--- config.mk ---
export PLATFORM = sky130hd
export DESIGN_NAME = grid_position_tracker
export DESIGN_NICKNAME = d
export VERILOG_FILES = /design/src/rtl/grid_position_tracker.sv
export SDC_FILE = /design/constraint.sdc
export NUM_CORES = 1
export LEC_CHECK = 0
export ABC_AREA = 1
export CORE_ASPECT_RATIO = 1.4
export CORE_UTILIZATION = 60
export DETAILED_ROUTE_END_ITERATION = 6
export PLACE_DENSITY = 0.87
export SYNTH_ARGS = -nofsm -noshare
export SYNTH_HDL_FRONTEND = slang
export SYNTH_SLANG_ARGS = --single-unit
--- constraint.sdc ---
create_clock -name clk -period 3.1 [get_ports clk]
set_clock_uncertainty 0.15 [all_clocks]
set_input_delay 0.465 -clock clk [delete_from_list [all_inputs] [get_ports clk]]
set_output_delay 0.465 -clock clk [all_outputs]
set_load 0.05 [all_outputs]
--- src/rtl/grid_position_tracker.sv ---
`default_nettype none
// grid_position_tracker: steps x/y grid position from a 4-bit direction word on a prescaled tick.
// Revision: 1.0

module grid_position_tracker #(
    parameter int COLS     = 16,
    parameter int ROWS     = 12,
    parameter int X_W      = 4,
    parameter int Y_W      = 4,
    parameter int STEP_DIV = 12500000,
    parameter int X_INIT   = 0,
    parameter int Y_INIT   = 0,
    parameter int WRAP     = 1
) (
    input  logic           clk,
    input  logic           rstn,
    input  logic           enable,
    input  logic           restart,
    input  logic [3:0]     dir_ctrl,
    output logic [X_W-1:0] x_pos,
    output logic [Y_W-1:0] y_pos,
    output logic           step_pulse,
    output logic           edge_hit,
    output logic           ctrl_err
);

    localparam int             PS_W    = (STEP_DIV > 1) ? $clog2(STEP_DIV) : 1;
    localparam logic [PS_W-1:0] PS_LAST = PS_W'(STEP_DIV - 1);
    localparam logic [X_W-1:0]  X_MAX   = X_W'(COLS - 1);
    localparam logic [Y_W-1:0]  Y_MAX   = Y_W'(ROWS - 1);
    localparam logic [X_W-1:0]  X_START = X_W'(X_INIT);
    localparam logic [Y_W-1:0]  Y_START = Y_W'(Y_INIT);
    localparam bit              DO_WRAP = (WRAP != 0);

    logic [PS_W-1:0] prescaler;
    logic            step_event;
    logic            x_move;
    logic            y_move;
    logic            illegal;
    logic [X_W-1:0]  x_next;
    logic [Y_W-1:0]  y_next;
    logic            x_edge;
    logic            y_edge;

    assign step_event = enable && (prescaler == PS_LAST);
    assign x_move     = dir_ctrl[0] && !dir_ctrl[2];
    assign y_move     = dir_ctrl[2] && !dir_ctrl[0];
    assign illegal    = dir_ctrl[0] && dir_ctrl[2];

    // Boundaries are the grid limits, not the register limits.
    always_comb begin
        x_next = x_pos;
        x_edge = 1'b0;
        if (x_move) begin
            if (dir_ctrl[1]) begin
                if (x_pos == X_MAX) begin
                    x_edge = 1'b1;
                    x_next = DO_WRAP ? '0 : X_MAX;
                end else begin
                    x_next = x_pos + X_W'(1);
                end
            end else begin
                if (x_pos == '0) begin
                    x_edge = 1'b1;
                    x_next = DO_WRAP ? X_MAX : '0;
                end else begin
                    x_next = x_pos - X_W'(1);
                end
            end
        end
    end

    always_comb begin
        y_next = y_pos;
        y_edge = 1'b0;
        if (y_move) begin
            if (dir_ctrl[3]) begin
                if (y_pos == Y_MAX) begin
                    y_edge = 1'b1;
                    y_next = DO_WRAP ? '0 : Y_MAX;
                end else begin
                    y_next = y_pos + Y_W'(1);
                end
            end else begin
                if (y_pos == '0) begin
                    y_edge = 1'b1;
                    y_next = DO_WRAP ? Y_MAX : '0;
                end else begin
                    y_next = y_pos - Y_W'(1);
                end
            end
        end
    end

    always_ff @(posedge clk or negedge rstn) begin
        if (!rstn) begin
            prescaler  <= '0;
            x_pos      <= X_START;
            y_pos      <= Y_START;
            step_pulse <= 1'b0;
            edge_hit   <= 1'b0;
            ctrl_err   <= 1'b0;
        end else if (restart) begin
            prescaler  <= '0;
            x_pos      <= X_START;
            y_pos      <= Y_START;
            step_pulse <= 1'b0;
            edge_hit   <= 1'b0;
            ctrl_err   <= 1'b0;
        end else begin
            step_pulse <= 1'b0;
            edge_hit   <= 1'b0;
            ctrl_err   <= 1'b0;
            if (enable) begin
                prescaler <= (prescaler == PS_LAST) ? '0 : prescaler + PS_W'(1);
            end
            if (step_event) begin
                x_pos      <= x_next;
                y_pos      <= y_next;
                step_pulse <= 1'b1;
                edge_hit   <= x_edge || y_edge;
                ctrl_err   <= illegal;
            end
        end
    end

endmodule

`default_nettype wire

## Word level (Yosys, flattened, before mapping)

Index checks and enable logic that the tools add are counted.

| cells by class | value |
|---|---|
| eq/ne operators | 3 |
| reduce and logical (&&, ||, !) cells | 15 |
| multiplexer cells | 29 |
| $add $sub $neg | 5 |

Operator list:

| operator | count |
|---|---|
| 2-to-1 mux 24 bit | 3 |
| 2-to-1 mux 4 bit | 12 |
| adder 24 x 1 -> 24 bit (second input constant) | 1 |
| == test 24 bit (second input constant) | 1 |
| 2-to-1 mux 1 bit | 14 |
| adder 4 x 1 -> 4 bit (second input constant) | 2 |
| == test 4 bit (second input constant) | 2 |
| zero test 4 bit | 2 |
| nonzero test 2 bit | 4 |
| subtractor 4 x 1 -> 4 bit (second input constant) | 2 |
| logical AND 1 bit | 4 |
| AND reduction 2 bit | 2 |
| zero test 1 bit | 2 |
| logical OR 1 bit | 1 |

| word-level totals | value |
|---|---|
| logic and storage cells | 58 |
| flip-flop bits (word level) | 35 |

## Longest topological paths before layout

Gate-level depths: netlist of the first run.

| depth | value |
|---|---|
| word-level depth | 7 |
| gate-level depth with buffers | 11 |
| mapped depth without buffers | 10 |

## Worst setup path after synthesis of the first run

Ideal clock, no wire load.

| path | value |
|---|---|
| path type | flip-flop to flip-flop |
| start point | register y_pos[0] |
| end point | register y_pos[3] |
| path buffers | 0 |
| slack | 1.306 ns |
| arrival time | 1.525 ns |
| data required time | 2.831 ns |
| cell stages (with the launch flop) | 9 |
| period minus slack after synthesis | 1.794 ns |
| library setup time | 0.119 ns |
| cell sequence | dfrtp_1 > inv_1 > ha_1 > nor3b_1 > nor2_1 > o21a_1 > nor2_1 > nand2_1 > nand2_1 |

| between the ends | value |
|---|---|
| word-level cells in the longest chain between the ends | 6 |
| elaborated cells between the ends (all ways) | 10 |
| classes of those cells | add/sub (2); eq/ne (1); mux (6); reduce/logical (1) |

RTL lines:

| item | line | RTL |
|---|---|---|
| start: declaration | 21 | `output logic [Y_W-1:0] y_pos,` |
| start signal: assignment | 119 | `y_pos <= y_next;` |
| subtractor 4 x 1 -> 4 bit (tied with other cells) | 89 | `y_next = y_pos - Y_W'(1);` |
| 2-to-1 mux 4 bit (on tied branches) | 85, 78 |  |
| 2-to-1 mux 4 bit (*) | 77 | `if (dir_ctrl[3]) begin` |
| 2-to-1 mux 4 bit (*) | 76 | `if (y_move) begin` |
| 2-to-1 mux 4 bit (*) | 117 | `if (step_event) begin` |
| 2-to-1 mux 4 bit (*) | 103 | `end else if (restart) begin` |

Mark *: on every way between the ends. The rest lies on a longest branch, timed or not. The select of a mux whose other input is x is not followed.
A chain may end at the register's enable or synchronous reset.

## Worst setup path in the final report of the first run

| path | value |
|---|---|
| start point | register y_pos[0] |
| end point | output port y_pos[0] |

No word-level cell between the ends.

==> flow_summary.json, run 1 <==
{
  "syn_nets": 373,
  "drt.antenna.violating_nets": 0,
  "synthSimpleGateAreaFrac_pct": 43.6,
  "drtIter0Drc": 98,
  "final_hold_viol_count": 0,
  "powerDensity_mw_per_mm2": 403,
  "end_kind": "primary output",
  "post_drt_wl_per_cell_um": 13.0,
  "post-cts-setup-buffers": 0,
  "whs_ns": 0.366,
  "synth_area_leaders": "dfrtp_1 (37%), nand2_1 (17%), nor2_1 (11%)",
  "cts_tree": "built",
  "cts_max_path_buffers": 2,
  "yosysUniqueCellTypes": 31,
  "ys_warn_count": 0,
  "place_area_mm2": 0.00260,
  "area_delta_synth_final_pct": 13.9,
  "grt_pass1_vias": 2154,
  "worstMarginPinSlew_ns": 0.525,
  "most-common-layout-cells": "nand2_1 (107), nor2_1 (69), inv_1 (39), dfrtp_1 (35), nand3_1 (29)",
  "num_vias": 2349,
  "fin_cells": 425,
  "hpwl_mm": 3.93,
  "synth.avg_cell_area_um2": 6.61,
  "grt_usage_pct": 27.6,
  "yosysTopAreaCellShare_pct": 36.8,
  "maxSlewViolCount": 0,
  "fin_area_mm2": 0.00271,
  "antenna_found_initial": 0,
  "wl_mm": 5.53,
  "crit_slowest_cell": "clkdlybuf4s50_1",
  "synthMuxAreaShare_pct": 0,
  "synth_top_family_by_area": "simple AND/OR/NAND/NOR gates",
  "synthCells": 360,
  "dieArea_mm2": 0.00423,
  "initial_core_util_pct": 64.2,
  "peakVddDrop_mv": 0.386,
  "rsz0062_at_grt": "false",
  "mostFrequentLayoutCell": "nand2_1",
  "grt-ovfl-total": 0,
  "path_class": "reg2out",
  "syn_area_mm2": 0.00238,
  "period_needed_ns": 2.24,
  "synth_fa_ha_area_share_pct": 2.63,
  "nets": 395,
  "gp_congestion": 0.879,
  "start_kind": "register",
  "core-area_mm2": 0.00371,
  "worstSkewPairLatency_ns": 0.30,
  "clkSlewWorstSetupHoldPaths_ns": 0.07,
  "slew_headroom_pct": 65.0,
  "grt_pass1_wl_mm": 9.31,
  "setup_viol_count_final": 0,
  "cts_buffers": 5,
  "fin_util_pct": 73.1,
  "grt_max_degree": 36,
  "synth-xor-area-share_pct": 3.68,
  "dp.cells": 417,
  "hold_path.class": "reg2reg",
  "cts.sinks": 35,
  "period_share_pct": 72.2,
  "worst-path-buf-inv": 1,
  "fp-row-count": 26,
  "critPathMaxStageDelay_ns": 0.85,
  "ctsHoldBuffers": 0,
  "synth_compound_area_share_pct": 5.36,
  "critical_path_arrival_ns": 1.62,
  "netlist.top_cell.by_area": "dfrtp_1",
  "leakage_nw": 1.26,
  "worst-endpoint-required_ns": 2.48,
  "crit_chain": "clkdlybuf4s50_1",
  "ys_seq_area_share_pct": 36.8,
  "cts.repair.resized": 0,
  "io_pins": 19,
  "portBuffers": 18,
  "drv_cap": 0,
  "ys_ff_latch": 35,
  "n_antenna_cell": 0,
  "fmax_ghz": 0.447,
  "drc_errors": 0,
  "die_y_um": 76.5,
  "status": "finished clean",
  "path_delay_family": "buffers and inverters",
  "vias_per_cell": 5.53,
  "cts_htree_levels": 2,
  "fin_tns_setup_ns": 0,
  "fp.dieW_um": 55.2,
  "ctsRootBufferMaster": "clkbuf_8",
  "drt_pre_antenna_iters": 4,
  "crit_fanout": 6,
  "drive_gt1_share_pct": 4.70
}
[cell usage after synthesis]
cell type / n
nand4_1: 16
and3_1: 1
nand2_1: 107
clkbuf_1: 1
nand3_1: 29
dfrtp_1: 35
clkinv_1: 1
xor2_1: 9
nor3_1: 7
nor3b_1: 1
nor2_1: 69
o21ai_1: 1
nand3b_1: 3
o21a_1: 1
ha_1: 5
clkinv_4: 1
buf_2: 3
o211ai_1: 1
nor2b_1: 1
o21ai_0: 8
nor2_2: 1
inv_1: 39
a211oi_1: 1
nor2_4: 2
a21oi_1: 8
buf_6: 1
xnor2_1: 1
o21bai_1: 1
o22ai_1: 1
nand2_2: 4
a31oi_1: 1
[final cells by class]
cell class | count | area [um2]
inverters | 41 | 159
flip-flops and latches | 35 | 876
repair buffers | 20 | 195
well taps | 42 | 52.6
clock inverters | 3 | 43.8
fillers | 299 | 998
clock buffers | 5 | 68.8
multi-input cells | 279 | 1320
[per-stage QoR]
| stage | power [mW] | worst slack [ns] |
|---|---|---|
| after global placement | 0.683 | 0.795 |
| after CTS | 1.09 | 0.863 |
| after detailed placement | 0.685 | 0.748 |
| after floorplan | 0.623 | 1.31 |
| final | 1.09 | 0.863 |
| after global routing | 1.13 | 0.815 |
[per-layer routing]
layer / global-route usage (%) / vias to the layer above / routed length, um
li1: - / 1192 / -
met1: 31.4 / 1056 / 2330
met2: 49.8 / 81 / 2820
met3: 4.41 / 20 / 243
met4: 12.8 / 0 / 141
met5: 0 / - / 0
[power breakdown]
group | leakage [nW] | switching, mW | internal (mW)
logic | 0.721 | 0.119 | 0.0655
registers | 0.482 | 0.0224 | 0.471
clock network | 0.0581 | 0.175 | 0.239
total | 1.26 | 0.317 | 0.775
[sequential cells by signal (all words and copies together) (netlist names)]
name and count:
ctrl_err 1, y_pos 4, x_pos 4, edge_hit 1
prescaler 24, step_pulse 1
[path summary, 6_finish.rpt]
path                              start             to  slack, ns  cells past startpoint
max                            y_pos[0]       y_pos[0]       0.86                      1
min                        prescaler[1]   prescaler[1]       0.37                      2
max reg2reg                prescaler[0]  prescaler[22]       1.18                     10
min reg2reg                prescaler[1]   prescaler[1]       0.37                      2
max in group asynchronous          rstn  prescaler[21]       2.05                      2
min in group asynchronous          rstn   prescaler[7]       0.42                      2
[kinds of logic (layout without fill, tap and decap cells)]
kind of cell / count (synthesis) / after routing
DFF: 35 / 35
buffers and inverters: 46 / 69
adders and majority gates: 5 / 5
xor gates and xnor gates: 10 / 10
AOI/OAI and AO/OA: 23 / 23
and+or+nand+nor: 241 / 241
(Power assumes the default switching activity.)
==> run 2: changes to the inputs <==
CORE_UTILIZATION = 53   (was 60)
PLACE_DENSITY = 0.82   (was 0.87)
clock period = 1.88 ns   (was 3.1 ns; I/O delays follow)
==> flow_summary.json, run 2 (same netlist as run 1, synthesis figures left out) <==
{
  "wl_mm": 6.09,
  "leakage_nw": 1.41,
  "grt_max_degree": 19,
  "power_mw": 1.77,
  "start_kind": "register",
  "grt-ovfl-total": 0,
  "grt_pass1_wl_mm": 9.89,
  "path_class": "reg2reg",
  "vias_per_cell": 5.36,
  "fp-row-count": 28,
  "slew_headroom_pct": 70.2,
  "cts_tree": "built",
  "setup_viol_count_final": 0,
  "peakVddDrop_mv": 0.476,
  "nets": 422,
  "final_hold_viol_count": 0,
  "dieArea_mm2": 0.00477,
  "antenna_found_initial": 0,
  "cts_htree_levels": 2,
  "fillers": 381,
  "largest_reg_flops": 24,
  "hpwl_mm": 4.65,
  "gp_congestion": 0.947,
  "whs_ns": 0.313,
  "reg_top3": "prescaler x24, x_pos x4, y_pos x4",
  "r2r-start": "prescaler[1]",
  "portBuffers": 18,
  "post_drt_wl_per_cell_um": 13.0,
  "fp.dieW_um": 58.6,
  "grt_usage_pct": 27.7,
  "cts_buffers": 5,
  "drv_cap": 0,
  "fmax_ghz": 0.555,
  "finalWorstSetupSlack_ns": 0.0794,
  "regToRegEndpoint": "y_pos[0]",
  "critical_path_arrival_ns": 1.88,
  "crit_fanout": 5,
  "rrSetupSlack_ns": 0.08,
  "num_vias": 2521,
  "hold_path.class": "in2async",
  "ctsRootBufferMaster": "clkbuf_8",
  "clkSlewWorstSetupHoldPaths_ns": 0.07,
  "rsz0062_at_grt": "false",
  "worstSkewPairLatency_ns": 0.29,
  "dp_slack_ns": -0.0540,
  "end_kind": "register",
  "die_y_um": 81.3,
  "top_register": "prescaler",
  "fin_cells": 470,
  "period_needed_ns": 1.80,
  "io_pins": 19,
  "fin_area_mm2": 0.00293,
  "area_delta_synth_final_pct": 23.2,
  "grt_pass1_vias": 2344,
  "period_share_pct": 95.8,
  "initial_core_util_pct": 55.7,
  "drt_pre_antenna_iters": 5,
  "fin_tns_setup_ns": 0,
  "core-area_mm2": 0.00427,
  "n_antenna_cell": 0,
  "worstMarginPinSlew_ns": 0.447,
  "dp.cells": 459,
  "powerDensity_mw_per_mm2": 604,
  "r2r_cells": 9,
  "worst-endpoint-required_ns": 1.96,
  "mostFrequentLayoutCell": "nand2_1",
  "drtIter0Drc": 107,
  "drc_errors": 0,
  "drive_gt1_share_pct": 15.1,
  "most-common-layout-cells": "nand2_1 (106), nor2_1 (65), inv_1 (38), buf_4 (38), dfrtp_1 (35)",
  "cts.sinks": 35,
  "status": "finished clean",
  "place_area_mm2": 0.00278,
  "drt.antenna.violating_nets": 0,
  "fin_util_pct": 68.6,
  "maxSlewViolCount": 0,
  "cts_max_path_buffers": 2
}
-- run 2: cell types whose count changed in the layout (fill, tap and decap cells not counted), moves of 2 or more --
cell	change
buf_4	+36
nor2_2	+2
nor2_4	+2
nor2_1	-4
clkbuf_8	+2
clkdlybuf4s50_1	-12
-- run 2: what timing repair did --
action,in CTS,in global routing
pin swaps,0,3
buffers inserted,0,2
hold buffers,1,0
setup endpoints to repair,13,27
endpoints found under the hold margin,17,0
resized for setup,2,6
-- run 2: layout make-up --
cell class / instances / area, um2 / area share (%)
Sequential cell: 35 / 876 / 29.9
Inverter: 41 / 159 / 5.42
Tap cell: 60 / 75.1 / 2.56
Clock buffer: 7 / 96.3 / 3.29
Clock inverter: 1 / 7.51 / 0.256
Timing Repair Buffer: 47 / 380 / 13.0
Multi-Input combinational cell: 279 / 1340 / 45.6
-- run 2: worst max path at each step --
stage	start	end	slack [ns]
global placement	prescaler[0]	y_pos[0]	-0.02
global route	prescaler[1]	y_pos[2]	0.01
finish	prescaler[1]	y_pos[0]	0.08
CTS	prescaler[0]	y_pos[0]	0.02
detailed placement	prescaler[0]	y_pos[0]	-0.05
floorplan	y_pos[0]	y_pos[3]	0.09
-- run 2: power breakdown --
group | internal, mW | switching, mW
clock | 0.333 | 0.285
sequential | 0.776 | 0.0254
combinational | 0.134 | 0.218
total | 1.24 | 0.528
-- run 2: routing by layer --
| layer | vias to the layer above | track usage, % | share of wire (%) |
|---|---|---|---|
| met5 | - | 0 | 0 |
| met4 | 0 | 14.5 | 3.8 |
| met3 | 21 | 3.82 | 4.3 |
| met2 | 87 | 51.6 | 52 |
| met1 | 1167 | 29.7 | 40 |
| li1 | 1246 | - | - |
-- run 2: worst max-delay path: stages, from the launching register on --
cell	delay [ns]
dfrtp_1	0.35
ha_1	0.17
nand2_1	0.11
nor2_4	0.14
nand2_1	0.10
nor2_4	0.12
nand4_1	0.25
nand2_2	0.20
nand2_1	0.07
nand2_1	0.06
